## src/rtl/sort_block_ctrl.sv

```systemverilog
`default_nettype none
// ============================================================================
// Module   : sort_block_ctrl
// Purpose  : Stream front/back end for the merge_sort_top byte sorter on the
//            BWT path. Gathers up to N bytes from a valid/ready stream,
//            pads short blocks with PAD_BYTE, resets and kicks the sorter,
//            waits its fixed latency, captures the sorted block, and
//            streams back only the real (non-pad) bytes.
// Ports    : clk, rst_n (async, active low)
//            in_valid/in_ready/in_data/in_last    - input byte stream
//            out_valid/out_ready/out_data/out_last - sorted byte stream
//            busy                                 - block in flight
//            sort_rst/sort_start/sort_din/sort_dout - sorter handshake
// Revision : 1.0 - initial release
// ============================================================================
module sort_block_ctrl #(
    parameter int         N        = 8,
    parameter int         SORT_LAT = 20,
    parameter logic [7:0] PAD_BYTE = 8'hFF
) (
    input  logic           clk,
    input  logic           rst_n,
    input  logic           in_valid,
    output logic           in_ready,
    input  logic [7:0]     in_data,
    input  logic           in_last,
    output logic           out_valid,
    input  logic           out_ready,
    output logic [7:0]     out_data,
    output logic           out_last,
    output logic           busy,
    output logic           sort_rst,
    output logic           sort_start,
    output logic [N*8-1:0] sort_din,
    input  logic [N*8-1:0] sort_dout
);

    // Counter width covers 0..N so len can hold a full block.
    localparam int c_cnt_w = $clog2(N + 1);
    localparam int c_lat_w = (SORT_LAT > 1) ? $clog2(SORT_LAT) : 1;

    localparam logic [c_cnt_w-1:0] c_last_slot = c_cnt_w'(N - 1);
    localparam logic [c_lat_w-1:0] c_wait_init = c_lat_w'(SORT_LAT - 1);

    typedef enum logic [2:0] {
        S_FILL    = 3'd0,
        S_SRST    = 3'd1,
        S_START   = 3'd2,
        S_WAIT    = 3'd3,
        S_CAPTURE = 3'd4,
        S_DRAIN   = 3'd5
    } state_t;

    state_t               r_state;
    state_t               w_next_state;
    logic [N*8-1:0]       r_blk;
    logic [N*8-1:0]       r_obuf;
    logic [c_cnt_w-1:0]   r_cnt;
    logic [c_cnt_w-1:0]   r_len;
    logic [c_cnt_w-1:0]   r_idx;
    logic [c_lat_w-1:0]   r_wait;
    logic                 w_block_close;
    logic                 w_is_last;

    // In FILL in_ready is always high, so in_valid alone is an accept.
    assign w_block_close = in_valid && (in_last || (r_cnt == c_last_slot));
    assign w_is_last     = (r_idx == (r_len - 1'b1));

    // The sorter sees the gather buffer directly; it cannot change between
    // SRST and the end of WAIT because only FILL and DRAIN write it.
    assign sort_din = r_blk;

    // ------------------------------------------------------------------
    // State register
    // ------------------------------------------------------------------
    always_ff @(posedge clk or negedge rst_n) begin
        if (!rst_n) begin
            r_state <= S_FILL;
        end else begin
            r_state <= w_next_state;
        end
    end

    // ------------------------------------------------------------------
    // Next state and outputs
    // ------------------------------------------------------------------
    always_comb begin
        w_next_state = r_state;
        in_ready     = 1'b0;
        out_valid    = 1'b0;
        out_data     = 8'h00;
        out_last     = 1'b0;
        sort_rst     = 1'b0;
        sort_start   = 1'b0;
        busy         = 1'b1;

        case (r_state)
            S_FILL: begin
                in_ready = 1'b1;
                busy     = (r_cnt != '0);
                if (w_block_close) begin
                    w_next_state = S_SRST;
                end
            end
            S_SRST: begin
                sort_rst     = 1'b1;
                w_next_state = S_START;
            end
            S_START: begin
                sort_start   = 1'b1;
                w_next_state = S_WAIT;
            end
            S_WAIT: begin
                if (r_wait == '0) begin
                    w_next_state = S_CAPTURE;
                end
            end
            S_CAPTURE: begin
                w_next_state = S_DRAIN;
            end
            S_DRAIN: begin
                out_valid = 1'b1;
                out_last  = w_is_last;
                for (int i = 0; i < N; i++) begin
                    if (r_idx == c_cnt_w'(i)) begin
                        out_data = r_obuf[8*i +: 8];
                    end
                end
                if (out_ready && w_is_last) begin
                    w_next_state = S_FILL;
                end
            end
            default: begin
                w_next_state = S_FILL;
            end
        endcase
    end

    // ------------------------------------------------------------------
    // Datapath
    // ------------------------------------------------------------------
    always_ff @(posedge clk or negedge rst_n) begin
        if (!rst_n) begin
            r_blk  <= {N{PAD_BYTE}};
            r_obuf <= '0;
            r_cnt  <= '0;
            r_len  <= '0;
            r_idx  <= '0;
            r_wait <= '0;
        end else begin
            case (r_state)
                S_FILL: begin
                    if (in_valid) begin
                        for (int i = 0; i < N; i++) begin
                            if (r_cnt == c_cnt_w'(i)) begin
                                r_blk[8*i +: 8] <= in_data;
                            end
                        end
                        r_cnt <= r_cnt + 1'b1;
                        if (w_block_close) begin
                            r_len <= r_cnt + 1'b1;
                        end
                    end
                end
                S_START: begin
                    r_wait <= c_wait_init;
                end
                S_WAIT: begin
                    if (r_wait != '0) begin
                        r_wait <= r_wait - 1'b1;
                    end
                end
                S_CAPTURE: begin
                    r_obuf <= sort_dout;
                    r_idx  <= '0;
                end
                S_DRAIN: begin
                    if (out_ready) begin
                        if (w_is_last) begin
                            // Refill with pads so a short next block is
                            // padded without any extra clear cycle.
                            r_blk <= {N{PAD_BYTE}};
                            r_cnt <= '0;
                        end else begin
                            r_idx <= r_idx + 1'b1;
                        end
                    end
                end
                default: begin
                end
            endcase
        end
    end

endmodule
`default_nettype wire

```

## config.mk

```make
export PLATFORM = sky130hd
export DESIGN_NAME = sort_block_ctrl
export DESIGN_NICKNAME = d
export VERILOG_FILES = /design/src/rtl/sort_block_ctrl.sv
export SDC_FILE = /design/constraint.sdc
export NUM_CORES = 1
export LEC_CHECK = 0
export ABC_AREA = 1
export CORE_UTILIZATION = 60
export DETAILED_ROUTE_END_ITERATION = 6
export DONT_BUFFER_PORTS = 1
export PLACE_DENSITY = 0.72
export SKIP_LAST_GASP = 1
export SYNTH_ARGS = -nofsm -noshare
export SYNTH_HDL_FRONTEND = slang
export SYNTH_SLANG_ARGS = --single-unit
```

## constraint.sdc

```tcl
create_clock -name clk -period 2.24 [get_ports clk]
set_input_delay 0.448 -clock clk [delete_from_list [all_inputs] [get_ports clk]]
set_output_delay 0.448 -clock clk [all_outputs]
set_load 0.05 [all_outputs]
```

==> results of run 1 <==
[power groups by stage]
| stage | clock (uW) | combinational [uW] | sequential (uW) |
|---|---|---|---|
| after global routing | 3180 | 6270 | 7480 |
| after global placement | 0 | 4570 | 7300 |
| after CTS | 3070 | 5240 | 7330 |
| final | 3040 | 5660 | 7350 |
| after detailed placement | 0 | 4760 | 7340 |
| after floorplan | 0 | 3640 | 7040 |
[stage by stage]
stage,total power [uW],instances
global route,16920,1085
floorplan,10680,910
CTS,15640,1079
global placement,11870,1035
detailed placement,12100,1035
finish,16060,1085
[critical path: stages (launching register included)]
cell,delay [ns]
dfrtp_1,0.41
inv_2,0.08
ha_4,0.20
buf_12,0.16
nor2_1,0.14
nand3_1,0.09
nand3_1,0.07
nand3_1,0.10
nand3b_1,0.14
nand2_2,0.10
a21oi_4,0.15
buf_12,0.15
[sequential cells by signal, indices dropped and copies added (netlist names)]
signal,cells
r_idx,4
r_len,4
r_obuf,64
r_wait,5
r_state,3
sort_din,64
r_cnt,4
[final timing paths]
check                                        from                  endpoint  slack, ns  cells past startpoint
max                          r_idx[1]$_DFFE_PN0P_               out_data[7]      -0.41                     11
min                                         rst_n    r_obuf[33]$_DFFE_PN0P_      -0.28                      0
max reg2reg                  r_len[0]$_DFFE_PN0P_  sort_din[40]$_DFFE_PN1P_       0.12                     12
min reg2reg                r_obuf[58]$_DFFE_PN0P_    r_obuf[58]$_DFFE_PN0P_       0.47                      2
max in group asynchronous                   rst_n  sort_din[57]$_DFFE_PN1P_       2.29                      0
min in group clk                    sort_dout[55]    r_obuf[55]$_DFFE_PN0P_       0.14                      2
[cells in the mapped netlist, drive strengths merged]
master  count  share of area
dfstp      64           0.23
clkbuf     21          0.011
nand4      65          0.055
nand3b      8         0.0082
o211ai      1         0.0010
xnor2       1         0.0012
nand3      62          0.047
a21oi      15          0.010
or2        19          0.016
clkinv      3         0.0015
o31ai       1         0.0010
xor2        2         0.0024
dfrtp      84           0.29
inv        57          0.029
and3        1        0.00085
nor2       43          0.029
o21ai      47          0.032
nor3        2         0.0014
ha         11          0.019
buf        28          0.024
nand2     374           0.19
a31oi       1        0.00085
[logic make-up after synthesis]
logic type      Yosys count  share of synthesized area
simple gates            574                     0.3505
flops                   148                     0.5163
buf+inv                 109                    0.06556
compound gates           65                    0.04525
fa+ha+maj                11                    0.01878
xor+xnor                  3                   0.003586
[area by class of cell]
class / count / share of cell area
Sequential cell: 148 / 0.4242
Multi-Input combinational cell: 654 / 0.3882
Timing Repair Buffer: 48 / 0.06895
Clock buffer: 28 / 0.06754
Inverter: 60 / 0.02578
Tap cell: 143 / 0.02004
Clock inverter: 4 / 0.005325
[layer usage]
layer / global-route usage / vias to the layer above / wire, um
li1: - / 2981 / -
met1: 0.4339 / 3027 / 8425
met2: 0.4845 / 288 / 9255
met3: 0.08315 / 29 / 1625
met4: 0.09778 / 0 / 289
met5: 0 / - / 0
[what timing repair did]
item / CTS / global route
setup endpoints to repair: 18 / 76
buffers inserted: 10 / 4
resized for setup: 52 / 38
hold endpoints to repair: 148 / 148
cloned: 2 / 2
pin swaps: 21 / 38
==> results.sh, run 1 <==
export IMPL_fin_nets=1017
export IMPL_placed_area_sq_um=7747
export IMPL_wl_mm=19.60
export IMPL_worst_pin_slew_ns=0.5695
export IMPL_clock_sinks=148
export IMPL_rows=39
export IMPL_power_leakage_uw=0.004286
export IMPL_htreeDepth=4
export IMPL_postSynthRegisterBits=148
export IMPL_cts_buffers=17
export IMPL_grt_overflow=0
export IMPL_die_area_sq_um=12660
export IMPL_grt_pass1_vias=6004
export IMPL_avgSynthCellArea_sq_um=8.053
export IMPL_synth_nets=998
export IMPL_setup_tns_ns=-2.854
export IMPL_drc=0
export IMPL_wl_per_cell_um=18.06
export IMPL_fin_crit_ns=2.652
export IMPL_chipHeight_um=112.5
export IMPL_worst_ep_required_time_ns=1.79
export IMPL_area_growth_pct=21.84
export IMPL_vias=6325
export IMPL_max_vdd_ir_drop_v=0.001002
export IMPL_dr_pass1_iters=5
export IMPL_finish_utilization=0.7656
export IMPL_syn_inst=910
export IMPL_drive_above_1_share=0.2643
export IMPL_dieWidth_um=112.5
export IMPL_hpwl_mm=12.31
export IMPL_intPower_uw=8461
export IMPL_maxSlewHeadroom=0.6203
export IMPL_ios=155
export IMPL_setup_viol=9
export IMPL_seq_power_share=0.458
export IMPL_rsz0062_at_grt="yes"
export IMPL_grt_usage=0.3129
export IMPL_clock_power_share=0.189
export IMPL_start_util=0.6284
export IMPL_cp_max_fo=8
export IMPL_path_clk_slew_ns=0.06
export IMPL_layout_setup_ws_ns=-0.4121
export IMPL_routed_via_density=5.829
export IMPL_drtIter0Drc=533
export IMPL_outcome="finished with violations"
export IMPL_power_switching_uw=7595
export IMPL_finalCritPeriodShare=1.184
export IMPL_fin_skew_ns=0.008651
export IMPL_worstSetupStartpointType="register"
export IMPL_ys_seq_area_frac=0.5163
export IMPL_clk_path_buf_depth=2
export IMPL_clk_latency_ns=0.43
export IMPL_grt_pass1_wl_mm=30.55
export IMPL_violations="hold timing, setup timing"
export IMPL_fill_cells=823
export IMPL_antennaDiodeCount=0
export IMPL_syn_cell_area_sq_um=7328
export IMPL_hold_viol=148
export IMPL_p_per_area_nw_per_um2=1798
export IMPL_drv_slew=0
export IMPL_regArea_sq_um=3787
export IMPL_timing_fmax_mhz=377.1
export IMPL_p_comb_frac=0.353
export IMPL_drv_cap=0
export IMPL_final_cell_mix="363 x nand2_1, 81 x dfrtp_1, 65 x nand4_1"
export IMPL_final_common_cell="nand2_1"
export IMPL_switching_share=0.4730
export IMPL_multi_input_area_sq_um=3466
export IMPL_critPathKind="reg2out"
export IMPL_port_buffers=0
export IMPL_antenna_found_initial=0
export IMPL_ys_types=34
export IMPL_design_area_sq_um=8929
export IMPL_cp_end_kind="output pin"
export IMPL_gp_congestion=0.8701
export IMPL_place_ws_ns=-0.02655
export IMPL_synth_warnings=0
export IMPL_ant_nets=0
export IMPL_grt_max_degree=149
export IMPL_placeableCoreArea_sq_um=11660
export IMPL_cts_tree="built"
export IMPL_crit_arrival_ns=2.20
export IMPL_whs_ns=-0.2817
export IMPL_cts_root_buffer="clkbuf_16"
export IMPL_min_path_type="in2async"
(Power assumes the default switching activity.)
==> inputs of run 2 (changes only) <==
- CTS_CLUSTER_SIZE: default -> 40
==> results of run 2 <==
Same layout as run 1: the final DEF is identical, and so are final timing and power.
==> inputs of run 3 (changes only) <==
- CAP_MARGIN: default -> 25
==> results of run 3 <==
Same layout as run 1: the final DEF is identical, and so are final timing and power.
